--- config.mk ---
export PLATFORM = sky130hd
export DESIGN_NAME = surf_id_ctrl
export DESIGN_NICKNAME = d
export VERILOG_FILES = /design/src/rtl/surf_id_ctrl.sv
export SDC_FILE = /design/constraint.sdc
export NUM_CORES = 1
export LEC_CHECK = 0
export BUFFER_PORTS_ARGS = -buffer_cell sky130_fd_sc_hd__buf_2
export CORE_MARGIN = 2
export CORE_UTILIZATION = 49
export DETAILED_ROUTE_END_ITERATION = 10
export PLACE_DENSITY = 0.85
export SYNTH_ARGS = -nofsm -noshare
export SYNTH_HDL_FRONTEND = slang
export SYNTH_SLANG_ARGS = --single-unit
--- constraint.sdc ---
create_clock -name wb_clk_i -period 1.89 [get_ports wb_clk_i]
set_input_delay 0.189 -clock wb_clk_i [delete_from_list [all_inputs] [get_ports wb_clk_i]]
set_output_delay 0.189 -clock wb_clk_i [all_outputs]
set_load 0.005 [all_outputs]
--- src/rtl/surf_id_ctrl.sv ---
// WISHBONE classic register slave for SURF identification, scratch, control, pulse and status.
// Optional free-running UPTIME counter at 0x18 when SURF_ID_CTRL_UPTIME_EN is defined.
module surf_id_ctrl #(
    parameter logic [31:0] IDENT       = 32'h5355_5246,
    parameter logic [31:0] DATEVERSION = 32'h0,
    parameter logic [31:0] CTRL_RESET  = 32'h0
) (
    input  logic        wb_clk_i,
    input  logic        wb_rst_n_i,
    input  logic        wb_cyc_i,
    input  logic        wb_stb_i,
    input  logic        wb_we_i,
    input  logic [21:0] wb_adr_i,
    input  logic [31:0] wb_dat_i,
    input  logic [3:0]  wb_sel_i,
    output logic [31:0] wb_dat_o,
    output logic        wb_ack_o,
    output logic        wb_err_o,
    input  logic [31:0] status_i,
    output logic [31:0] ctrl_o,
    output logic [31:0] pulse_o
);

    typedef enum logic {IDLE = 1'b0, RESP = 1'b1} state_t;

    typedef enum logic [2:0] {
        REG_IDENT   = 3'd0,
        REG_DATEVER = 3'd1,
        REG_SCRATCH = 3'd2,
        REG_CTRL    = 3'd3,
        REG_PULSE   = 3'd4,
        REG_STATUS  = 3'd5,
        REG_UPTIME  = 3'd6,
        REG_STICKY  = 3'd7
    } reg_t;

    state_t      state_q, state_d;
    logic        access;
    logic        mapped;
    logic        wr_en;
    reg_t        reg_sel;
    logic [31:0] lane_mask;
    logic [31:0] rdata;
    logic [31:0] scratch_q;
    logic [31:0] sticky_q;
    logic [31:0] status_q;
    logic [31:0] status_d;
    logic [31:0] uptime_val;
    logic        unused_adr_lsbs;

    // Byte offset bits never take part in decode.
    assign unused_adr_lsbs = ^wb_adr_i[1:0];

    assign mapped    = (wb_adr_i[21:5] == 17'd0);
    assign reg_sel   = reg_t'(wb_adr_i[4:2]);
    assign wr_en     = access & mapped & wb_we_i;
    assign lane_mask = {{8{wb_sel_i[3]}}, {8{wb_sel_i[2]}}, {8{wb_sel_i[1]}}, {8{wb_sel_i[0]}}};

    // NOTE: every always_comb output gets a default first so no latch is inferred.
    always_comb begin
        state_d = state_q;
        access  = 1'b0;
        case (state_q)
            IDLE: begin
                if (wb_cyc_i && wb_stb_i) begin
                    access  = 1'b1;
                    state_d = RESP;
                end
            end
            RESP:    state_d = IDLE;
            default: state_d = IDLE;
        endcase
    end

    always_comb begin
        rdata = 32'h0;
        case (reg_sel)
            REG_IDENT:   rdata = IDENT;
            REG_DATEVER: rdata = DATEVERSION;
            REG_SCRATCH: rdata = scratch_q;
            REG_CTRL:    rdata = ctrl_o;
            REG_PULSE:   rdata = 32'h0;
            REG_STATUS:  rdata = status_q;
            REG_UPTIME:  rdata = uptime_val;
            REG_STICKY:  rdata = sticky_q;
            default:     rdata = 32'h0;
        endcase
    end

    // NOTE: non-blocking assignments make wb_dat_o capture the value from before this edge's write.
    always_ff @(posedge wb_clk_i or negedge wb_rst_n_i) begin
        if (!wb_rst_n_i) begin
            state_q   <= IDLE;
            wb_ack_o  <= 1'b0;
            wb_err_o  <= 1'b0;
            wb_dat_o  <= 32'h0;
            ctrl_o    <= CTRL_RESET;
            pulse_o   <= 32'h0;
            scratch_q <= 32'h0;
            sticky_q  <= 32'h0;
            status_q  <= 32'h0;
            status_d  <= 32'h0;
        end else begin
            state_q  <= state_d;
            wb_ack_o <= access & mapped;
            wb_err_o <= access & ~mapped;
            wb_dat_o <= (access && mapped && !wb_we_i) ? rdata : 32'h0;
            pulse_o  <= (wr_en && reg_sel == REG_PULSE) ? (wb_dat_i & lane_mask) : 32'h0;
            if (wr_en && reg_sel == REG_SCRATCH)
                scratch_q <= (scratch_q & ~lane_mask) | (wb_dat_i & lane_mask);
            if (wr_en && reg_sel == REG_CTRL)
                ctrl_o <= (ctrl_o & ~lane_mask) | (wb_dat_i & lane_mask);
            // New rising edges are OR'd in after the clear, so a set beats a same-cycle W1C.
            if (wr_en && reg_sel == REG_STICKY)
                sticky_q <= (sticky_q & ~(wb_dat_i & lane_mask)) | (status_q & ~status_d);
            else
                sticky_q <= sticky_q | (status_q & ~status_d);
            status_q <= status_i;
            status_d <= status_q;
        end
    end

`ifdef SURF_ID_CTRL_UPTIME_EN
    logic [31:0] uptime_q;

    always_ff @(posedge wb_clk_i or negedge wb_rst_n_i) begin
        if (!wb_rst_n_i) uptime_q <= 32'h0;
        else             uptime_q <= uptime_q + 32'd1;
    end

    assign uptime_val = uptime_q;
`else
    assign uptime_val = 32'h0;
`endif

endmodule
### Yosys cells after proc, flatten, opt, wreduce, memory -nomap -nowiden

Cells that the tools add are included.

* add/subtract/negate cells: 0
* multipliers: 0
* divide/modulo/power cells: 0
* $lt $le $gt $ge: 0
* equal/unequal tests: 7
* shift-type cells: 0
* multiplexer cells: 7
* bitwise operators: 17
* reduce and logical (&&, ||, !) cells: 11

Operators by type and width (count)
* one-hot mux 32 bit (6 select lines): 1
* AND 32 bit: 5
* OR 32 bit: 4
* 2-to-1 mux 32 bit: 3
* inverter 32 bit: 3
* logical NOT 17 bit: 1
* equality test 3 bit (second input constant): 4
* logical AND 1 bit: 7
* equality test 3 x 2 -> 1 bit (second input constant): 2
* AND 1 bit: 3
* equality test 3 x 1 -> 1 bit (second input constant): 1
* logical NOT 3 bit: 1
* OR reduction 3 bit: 1
* 2-to-1 mux 1 bit: 2
* inverter 1 bit: 2
* one-hot mux 1 bit (2 select lines): 1
* logical NOT 1 bit: 1

* bits in registers: 227
* bits in latches: 0
* RAM bits: 0
* memory bits (read-only): 0
* bits of input ports: 95
* output and inout port bits: 98
* logic and storage cells: 52
* memories: 0

### Logic depth before layout (Yosys ltp)

Gate-level depths: netlist of run 1.

* depth after elaboration: 7
* depth in mapped cells: 7
* mapped depth without buffers: 5

### Least setup slack after synthesis of run 1

Ideal clock, no wire load.

* kind: reg2reg
* start point: register state_q
* end point: register (tool-made name)
* setup time: 0.125 ns
* data arrival time: 1.747 ns
* slack: 0.018 ns
* stages on the path, launching flop included: 6
* cells stage by stage: dfrtp_1 -> and4b_1 -> clkbuf_1 -> nand2_1 -> nor3b_2 -> mux2_2

RTL lines
* from (decl): RTL line 37 `state_t state_q, state_d;`
* from (signal assigned): RTL line 104 `state_q <= state_d;`

### Final worst setup path of run 1

* start point: register state_q
* end point: register wb_dat_o[2]

* word-level cells in the longest chain between the ends: 4

Ends and longest elaborated chain
* 2-to-1 mux 1 bit: RTL line 63 `case (state_q)`
* logical AND 1 bit (2 in series): RTL line 107 `wb_dat_o <= (access && mapped && !wb_we_i) ? rdata : 32'h0;`
* 2-to-1 mux 32 bit: RTL line 107
* to (signal assigned): RTL line 107
* to (decl): RTL line 16 `output logic [31:0] wb_dat_o,`

No other way between the ends.
A chain may end at the register's enable or synchronous reset.

==> results.sh, run 1 <==
export IMPL_rows=49
export IMPL_clockBufferDepth=3
export IMPL_syn_avg_cell_area_sq_um=13.2
export IMPL_postSynthCellCount=678
export IMPL_core_area_sq_um=17900
export IMPL_fp_dieW_um=139
export IMPL_grt_pass1_vias=7293
export IMPL_cp_max_fo=28
export IMPL_syn2layout_area_growth_pct=34.5
export IMPL_setup_reg_to_reg_worst_slack_ps=80
export IMPL_skew_ps=7.44
export IMPL_ir_drop_v=0.000634
export IMPL_yosys_warnings=0
export IMPL_ys_async_sr_fraction_pct=100
export IMPL_mostFrequentLayoutCells="227 x dfrtp_1, 189 x buf_2, 75 x mux2_2, 65 x dlygate4sd3_1, 42 x buf_4"
export IMPL_max_slew_worst_pin_slew_ps=1220
export IMPL_cts_buffers=23
export IMPL_gp_congestion=0.817
export IMPL_nets=1061
export IMPL_crit_arrival_ps=2210
export IMPL_fmax_ghz=0.552
export IMPL_clock_sinks=227
export IMPL_rr_startpoint="state_q"
export IMPL_grt_first_pass_wirelength_um=40100
export IMPL_die_area_sq_um=19300
export IMPL_layout_drive_gt1_share_pct=37.3
export IMPL_initial_core_util_pct=49.9
export IMPL_final_setup_viol_count=0
export IMPL_critPathRequiredTime_ps=2290
export IMPL_period_share_pct=95.8
export IMPL_htree_num_levels=1
export IMPL_drcViolationCount=0
export IMPL_hold_violations=0
export IMPL_grt_use_total_pct=26.3
export IMPL_cp_startpoint="state_q"
export IMPL_crit_path_start_kind="flop"
export IMPL_first_pass_iters=5
export IMPL_r2r_end="wb_dat_o[2]"
export IMPL_path_cells="nand3b_1 > or4_1 > buf_12 > a221oi_1"
export IMPL_grt_max_degree=62
export IMPL_ys_ff_latch=227
export IMPL_clk_pin_slew_worst_paths_ps=60
export IMPL_cts_tree="yes"
export IMPL_routed_wl_um=25400
export IMPL_regArea_sq_um=5680
export IMPL_path_buf_inv=1
export IMPL_status="complete, no violations"
export IMPL_die_height_um=139
export IMPL_critPathCapture="wb_dat_o[2]"
export IMPL_grt_overflow_total=0
export IMPL_place_port_buffers=190
export IMPL_syn_area_sq_um=8940
export IMPL_holdPathStages=2
export IMPL_p_per_area_nw_per_um2=868
export IMPL_multi_input_comb_area_sq_um=2940
export IMPL_rsz0062_at_grt="no"
export IMPL_ys_seq_area_share_pct=63.5
export IMPL_r2r_cells=4
export IMPL_synth_ff_type="dfrtp_1"
export IMPL_fin_crit_ps=1810
export IMPL_clk_latency_ps=510
export IMPL_max_slew_margin_pct=18.4
export IMPL_setup_tns_ps=0
export IMPL_final_common_cell="dfrtp_1"
export IMPL_antenna_found_initial=3
export IMPL_hold_slack_ps=58.2
export IMPL_fill_cells=1255
export IMPL_syn_nets=773
export IMPL_crit_type="flop to flop"
export IMPL_dp_hpwl_um=16100
export IMPL_antenna_left=0
export IMPL_synth_edf_count=0
export IMPL_hp_class="primary input to flop"
export IMPL_finalMaxSlewViolations=0
export IMPL_io_pins=193
export IMPL_synth_distinct_cells=40
export IMPL_ctsRootBufferMaster="clkbuf_16"
export IMPL_p_leak_nw=6.06
export IMPL_cp_slowest_cell="or4_1"
export IMPL_drt_iter0_markers=433
export IMPL_viasPerCell=5.67
export IMPL_crit_cells=4
export IMPL_via_count=6888
export IMPL_wl_per_cell_um=20.9
export IMPL_crit_family="simple AND/OR/NAND/NOR gates"
export IMPL_endpoint_kind="flop"
export IMPL_maxCapViolations=0
export IMPL_cpPeakStageDelay_ps=630
## stage by stage
| step | util (%) | worst slack [ps] | cell area (sq um) | cells | power, W |
|---|---|---|---|---|---|
| 2_1_floorplan | - | 18.3 | 8940 | 678 | 0.00525 |
| 3_3_place_gp | 59.0 | -67.0 | 10600 | 1105 | 0.00560 |
| 3_5_place_dp | 59.0 | -151 | 10600 | 1105 | 0.00561 |
| 4_1_cts | 67.1 | 82.8 | 12000 | 1212 | 0.0105 |
| 5_1_grt | 67.2 | 6.23 | 12000 | 1214 | 0.0108 |
| 6_report | 67.2 | 79.4 | 12000 | 1214 | 0.0104 |
## final cells by class
type / instances / share of cell area [%]
Sequential cell: 227 / 47.3
Multi-Input combinational cell: 365 / 24.5
Timing Repair Buffer: 308 / 17.9
Clock buffer: 35 / 5.75
Tap cell: 229 / 2.38
Inverter: 41 / 1.28
Clock inverter: 7 / 0.968
Antenna cell: 2 / 0.0416
## what timing repair did
action	in CTS	in global routing
gates resized for setup	0	1
buffers inserted	0	0
endpoints found under the setup margin	0	1
hold endpoints to repair	198	0
hold buffers	65	0
## synth_stat cells (all sizes together) (13+ instances only)
| cell | number | share of area [%] |
|---|---|---|
| mux2 | 77 | 9.7 |
| a21oi | 24 | 1.3 |
| nand2 | 20 | 0.84 |
| dfrtp | 227 | 64 |
| buf | 13 | 0.69 |
| inv | 41 | 1.7 |
| a22o | 35 | 3.4 |
| mux2i | 19 | 2.1 |
| and4 | 33 | 3.2 |
| o2bb2ai | 20 | 2.0 |
| clkbuf | 32 | 1.3 |
| nand4 | 36 | 2.6 |
| nor2 | 30 | 1.3 |
## metal layers
metal  up-vias  wire length, um  track usage [%]
li1       3049                -                -
met1      3478            10300             34.2
met2       308            12500             44.4
met3        51             2010             5.56
met4         2              648             8.35
met5         -               16                0
## worst min path at each step
stage                startpoint                         end  slack [ps]
floorplan            wb_rst_n_i  asynchronous set/reset pin        -110
global placement     wb_rst_n_i                status_q[17]         150
detailed placement   wb_rst_n_i                status_q[17]         150
CTS                 wb_sel_i[0]                  pulse_o[7]          30
global route        wb_sel_i[0]                  pulse_o[6]          60
finish              wb_sel_i[0]                  pulse_o[4]          60
## where the power goes
| part | internal, W | switching, W | total [W] | leakage (nW) |
|---|---|---|---|---|
| clock network | 0.00293 | 0.00186 | 0.00479 | 0.395 |
| registers | 0.00493 | 0.0000370 | 0.00497 | 2.86 |
| logic | 0.000294 | 0.000381 | 0.000675 | 2.81 |
| total | 0.00815 | 0.00228 | 0.0104 | 6.06 |
## worst reg2reg max path, delay by kind of cell (launching register included)
family                 cells  cell delay (ps)
AND/OR/NAND/NOR            2              860
flip-flops                 1              370
AO/OA/AOI/OAI              1              240
buffers and inverters      1              230
## logic make-up after synthesis
| kind of cell | share of synthesized area, % |
|---|---|
| buffers and inverters | 3.75 |
| AOI/OAI and AO/OA | 8.97 |
| and+or+nand+nor | 11.9 |
| muxes | 11.8 |
| DFF | 63.5 |
Power figures use the tool's default switching activity.
==> inputs of run 2 (changes only) <==
ABC_AREA = 1   (was default)
==> run 2 against run 1 <==
Against the previous run: register-to-register slack improved by 90 ps; cell area increased by 0.93%; clock power increased by 9.4%; synthesized area increased by 2.6%; via count increased by 20%; routed wire length increased by 4.6%; critical endpoint is now wb_dat_o[3]; largest cell class unchanged.
==> results.sh, run 2 <==
export IMPL_clock_sinks=227
export IMPL_grt_first_pass_wirelength_um=42600
export IMPL_hold_slack_ps=45.7
export IMPL_postSynthCellCount=951
export IMPL_multi_input_comb_area_sq_um=2980
export IMPL_rr_startpoint="state_q"
export IMPL_clk_pin_slew_worst_paths_ps=60
export IMPL_grt_max_degree=66
export IMPL_max_slew_worst_pin_slew_ps=520
export IMPL_synth_most_common_cell="nand2_1"
export IMPL_ir_drop_v=0.000786
export IMPL_routed_wl_um=26600
export IMPL_antenna_left=0
export IMPL_ys_async_sr_fraction_pct=100
export IMPL_p_leak_nw=6.45
export IMPL_rsz0062_at_grt="no"
export IMPL_cts_tree="yes"
export IMPL_grt_overflow_total=0
export IMPL_holdPathStages=5
export IMPL_hp_start="wb_adr_i[21]"
export IMPL_met1_usage_pct=34.7
export IMPL_die_height_um=141
export IMPL_endpoint_kind="flop"
export IMPL_core_area_sq_um=18500
export IMPL_r2r_end="wb_dat_o[3]"
export IMPL_r2r_cells=6
export IMPL_cp_startpoint="state_q"
export IMPL_busiest_layer="met2"
export IMPL_viasPerCell=5.60
export IMPL_fin_ws_ps=166
export IMPL_fmax_ghz=0.580
export IMPL_dp_slack_ps=-4.26
export IMPL_rows=50
export IMPL_syn_avg_cell_area_sq_um=9.65
export IMPL_final_common_cell="nand2_1"
export IMPL_crit_type="flop to flop"
export IMPL_place_port_buffers=190
export IMPL_finalMaxSlewViolations=0
export IMPL_htree_num_levels=1
export IMPL_synth_top_cell_by_area="dfrtp_1"
export IMPL_synth_ff_type="dfrtp_1"
export IMPL_setup_tns_ps=0
export IMPL_synth_edf_count=0
export IMPL_clk_latency_ps=510
export IMPL_ys_ff_latch=227
export IMPL_clockBufferDepth=3
export IMPL_ys_seq_area_share_pct=61.9
export IMPL_grt_use_total_pct=26.8
export IMPL_syn_area_sq_um=9180
export IMPL_finalPower_w=0.0109
export IMPL_mostFrequentLayoutCells="243 x nand2_1, 227 x dfrtp_1, 189 x buf_2, 101 x nand4_1, 73 x nor2_1"
export IMPL_hold_end="wb_err_o"
export IMPL_synth_commonest_cells="244 x nand2_1, 227 x dfrtp_1, 101 x nand4_1"
export IMPL_p_per_area_nw_per_um2=899
export IMPL_layout_drive_gt1_share_pct=25.3
export IMPL_drcViolationCount=0
export IMPL_setup_reg_to_reg_worst_slack_ps=170
export IMPL_gp_congestion=0.808
export IMPL_hold_violations=0
export IMPL_synth_distinct_cells=33
export IMPL_synth_top_area_share_pct=61.9
export IMPL_crit_arrival_ps=2140
export IMPL_via_count=8235
export IMPL_syn_nets=1046
export IMPL_skew_ps=9.09
export IMPL_cts_resized=0
export IMPL_nets=1311
export IMPL_antenna_found_initial=2
export IMPL_fin_crit_ps=1720
export IMPL_fp_dieW_um=141
export IMPL_crit_path_start_kind="flop"
export IMPL_wl_per_cell_um=18.1
export IMPL_drt_iter0_markers=797
export IMPL_grt_pass1_vias=8329
export IMPL_regArea_sq_um=5680
export IMPL_syn2layout_area_growth_pct=32.2
export IMPL_dp_hpwl_um=16400
export IMPL_io_pins=193
export IMPL_use_met3_pct=4.28
export IMPL_status="complete, no violations"
export IMPL_ctsRootBufferMaster="clkbuf_16"
export IMPL_yosys_warnings=0
export IMPL_final_cell_count_no_fill=1470
export IMPL_fill_cells=1394
export IMPL_initial_core_util_pct=49.5
export IMPL_first_pass_iters=6
export IMPL_hp_class="primary input to flop"
export IMPL_synth_area_leaders="dfrtp_1 62%, nand2_1 10%, nand4_1 6.9%, nor2_1 3.0%, inv_1 2.5%"
export IMPL_max_slew_margin_pct=65.3
export IMPL_period_share_pct=91.2
export IMPL_maxCapViolations=0
export IMPL_die_area_sq_um=19800
export IMPL_dp_cells=1354
export IMPL_final_setup_viol_count=0
export IMPL_cts_buffers=24
export IMPL_critPathRequiredTime_ps=2310
export IMPL_cp_max_fo=18
export IMPL_grt_use_met2_pct=46.4
run 2: cell count changes in the layout (fill, tap and decap cells not counted), moves of 21 or more:
cell	before	now
a22o_1	35	0
and4_1	32	0
inv_1	40	61
mux2_2	75	0
nand2_1	20	243
nand3_1	1	36
nand4_1	35	101
nor2_1	30	73
o21ai_0	3	26
or2_2	0	23
run 2: final cells by class:
class	instances	area share, %
Antenna cell	2	0.0412
Clock buffer	32	5.87
Clock inverter	12	1.55
Inverter	64	1.98
Multi-Input combinational cell	601	24.5
Sequential cell	227	46.8
Tap cell	234	2.41
Timing Repair Buffer	298	16.8
run 2: critical path, cell delays in order (launching register included):
cell     delay (ps)
dfrtp_1         360
nor2_1          210
inv_1           110
nor2_4          190
buf_12          180
nand3_4         310
nor2_1          260
run 2: metrics by stage:
step           area [sq um]  utilization, %
4_1_cts               12100            65.4
3_3_place_gp          10500            56.9
6_report              12100            65.5
2_1_floorplan          9180               -
3_5_place_dp          10500            56.9
5_1_grt               12100            65.5
run 2: repair_timing:
action | in CTS | in global routing
hold endpoints to repair | 330 | 0
setup buffers | 0 | 3
endpoints found under the setup margin | 0 | 24
hold buffers | 67 | 0
run 2: power by group:
part	switching [W]	internal, W
logic	0.000413	0.000283
clock network	0.00192	0.00332
registers	0.0000341	0.00493
total	0.00237	0.00853
run 2: metal layers:
| layer | wire length [um] | share of wire, % |
|---|---|---|
| met3 | 2170 | 8.2 |
| met1 | 10400 | 39 |
| met2 | 13200 | 50 |
| met5 | 0 | 0 |
| met4 | 751 | 2.8 |
run 2: worst max path at each step:
stage | cells past startpoint | end | slack (ps)
floorplan | 8 | sticky_q[14] | 470
global placement | 9 | flop | 40
detailed placement | 9 | flop | -4
CTS | 7 | flop | 90
global route | 6 | wb_dat_o[20] | 40
finish | 6 | wb_dat_o[3] | 170
run 2: cells by family (layout without fill, tap and decap cells):
logic type,Yosys count,after routing,share of synthesized area (%)
other,0,2,0
flip-flops,227,227,61.9
buffers and inverters,123,406,5.77
AND/OR/NAND/NOR,500,500,25.8
AO/OA/AOI/OAI,101,101,6.50
==> inputs of run 3 (changes only) <==
CORE_UTILIZATION = 59   (was 49)
PLACE_DENSITY = 0.94   (was 0.85)
clock period = 2.2 ns   (was 1.89 ns; I/O delays follow)
==> run 3 against run 2 <==
Against the previous run: first-iteration DRC count rose by 34%; setup slack worse by 25 ps; register-to-register slack about the same; cell count decreased by 4.4%; worst hold slack worse by 23 ps; sequential power fell by 14%; critical path depth up 4; core utilization is 12 points higher; flip-flop and latch count did not move; clock power fell by 27%; total power fell by 20%; combinational power shrank 16%.
==> results.sh, run 3 (synthesis results as in run 2) <==
export IMPL_p_switching_w=0.00202
export IMPL_place_port_buffers=190
export IMPL_multi_input_comb_area_sq_um=2970
export IMPL_hp_start="wb_dat_i[20]"
export IMPL_clk_latency_ps=500
export IMPL_internal_power_w=0.00667
export IMPL_routed_wl_um=27700
export IMPL_crit_type="primary input to flop"
export IMPL_clk_pin_slew_worst_paths_ps=60
export IMPL_antenna_left=0
export IMPL_antenna_found_initial=3
export IMPL_path_cells="dlygate4sd3_1 > buf_2 > nand2_1 > nor2_1 > inv_1 > nor2_4 > buf_12 > nand4_1 > nand2_1 > nand2_1"
export IMPL_swShare_pct=23.2
export IMPL_die_area_sq_um=16600
export IMPL_p_clk_share_pct=44.2
export IMPL_rsz0062_at_grt="no"
export IMPL_ir_drop_v=0.000746
export IMPL_final_common_cell="nand2_1"
export IMPL_fmax_ghz=0.486
export IMPL_wl_per_cell_um=19.7
export IMPL_viasPerCell=6.03
export IMPL_endpoint_kind="flop"
export IMPL_maxCapViolations=0
export IMPL_finalInstanceArea_sq_um=11800
export IMPL_holdPathStages=3
export IMPL_cts_buffers=23
export IMPL_p_per_area_nw_per_um2=739
export IMPL_cp_max_fo=35
export IMPL_cts_tree="yes"
export IMPL_gp_congestion=0.831
export IMPL_ctsRootBufferMaster="clkbuf_16"
export IMPL_fill_cells=908
export IMPL_initial_core_util_pct=60.4
export IMPL_grt_first_pass_wirelength_um=43100
export IMPL_final_setup_viol_count=0
export IMPL_grt_use_total_pct=33.3
export IMPL_crit_top_cell="nand2_1"
export IMPL_core_area_sq_um=15200
export IMPL_rr_startpoint="state_q"
export IMPL_hp_class="primary input to flop"
export IMPL_syn2layout_area_growth_pct=28.2
export IMPL_clock_sinks=227
export IMPL_placed_cell_area_sq_um=10400
export IMPL_grt_max_degree=70
export IMPL_cts_resized=0
export IMPL_htree_num_levels=1
export IMPL_fp_dieW_um=129
export IMPL_drcViolationCount=0
export IMPL_via_count=8472
export IMPL_fin_crit_ps=2060
export IMPL_layout_drive_gt1_share_pct=24.3
export IMPL_crit_arrival_ps=2440
export IMPL_finalMaxSlewViolations=0
export IMPL_io_pins=193
export IMPL_mostFrequentLayoutCells="244 x nand2_1, 227 x dfrtp_1, 189 x buf_2, 101 x nand4_1, 73 x nor2_1"
export IMPL_clockBufferDepth=3
export IMPL_r2r_cells=7
export IMPL_highest_signal_layer="met4"
export IMPL_setup_reg_to_reg_worst_slack_ps=170
export IMPL_max_slew_margin_pct=58.0
export IMPL_period_share_pct=93.6
export IMPL_grt_pass1_vias=8523
export IMPL_drt_iter0_markers=1070
export IMPL_hold_violations=0
export IMPL_p_leak_nw=6.29
export IMPL_crit_path_start_kind="primary input"
export IMPL_rows=45
export IMPL_cpPeakStageDelay_ps=530
export IMPL_cp_slowest_cell="dlygate4sd3_1"
export IMPL_dp_hpwl_um=15800
export IMPL_max_slew_worst_pin_slew_ps=630
export IMPL_seqPwrFrac_pct=49.1
export IMPL_die_height_um=129
export IMPL_regArea_sq_um=5680
export IMPL_skew_ps=8.89
export IMPL_status="complete, no violations"
export IMPL_wl_met1_um=10000
export IMPL_wl_met2_um=14100
export IMPL_setup_tns_ps=0
export IMPL_nets=1294
export IMPL_critPathRequiredTime_ps=2580
export IMPL_grt_overflow_total=0
export IMPL_dr_wl_met3_um=2440
export IMPL_first_pass_iters=5
export IMPL_combPwrFrac_pct=6.8
## run 3: timing repair
item                                    in CTS  in global routing
endpoints found under the hold margin      129                  0
hold buffers                                63                  0
setup buffers                                0                  0
endpoints found under the setup margin       0                  0
## run 3: metal layers
metal / vias up / global-route usage (%)
met5: - / 0
met1: 4126 / 40.8
met2: 576 / 57.9
li1: 3673 / -
met3: 97 / 5.70
met4: 0 / 15.2
## run 3: area by class of cell
cell class	count	area share, %
Multi-Input combinational cell	601	25.3
Clock inverter	11	0.734
Inverter	64	2.04
Sequential cell	227	48.3
Antenna cell	3	0.0638
Clock buffer	30	5.54
Timing Repair Buffer	282	16.0
Tap cell	188	2.00
## run 3: worst max-delay path by stage
stage                      start           end  cells past startpoint
floorplan            wb_adr_i[6]  sticky_q[14]                      8
global placement     wb_adr_i[6]          flop                      9
detailed placement  wb_adr_i[20]          flop                      8
CTS                      state_q          flop                      7
global route            wb_cyc_i          flop                     10
finish                  wb_cyc_i          flop                     10
## run 3: metrics by stage
step | utilization, % | std cells | setup WS, ps | hold slack (ps) | total power (W)
6_report | 77.3 | 1406 | 142 | 23.0 | 0.00869
3_3_place_gp | 68.3 | 1299 | 269 | 215 | 0.00481
5_1_grt | 77.3 | 1406 | 71.7 | 19.8 | 0.00894
4_1_cts | 77.3 | 1403 | 273 | 4.54 | 0.00867
2_1_floorplan | - | 951 | 750 | -75.6 | 0.00453
3_5_place_dp | 68.3 | 1299 | 179 | 214 | 0.00482
## run 3: critical path: cells and delay by family
| family | cells | cell delay (ps) |
|---|---|---|
| and+or+nand+nor | 6 | 1170 |
| buffers and inverters | 4 | 1030 |
## run 3: power by group through the flow
stage	logic, W	clock network, W	registers, W
after floorplan	0.000198	0	0.00433
after global placement	0.000470	0	0.00434
after detailed placement	0.000482	0	0.00434
after CTS	0.000573	0.00383	0.00426
after global routing	0.000640	0.00403	0.00427
final	0.000588	0.00384	0.00427
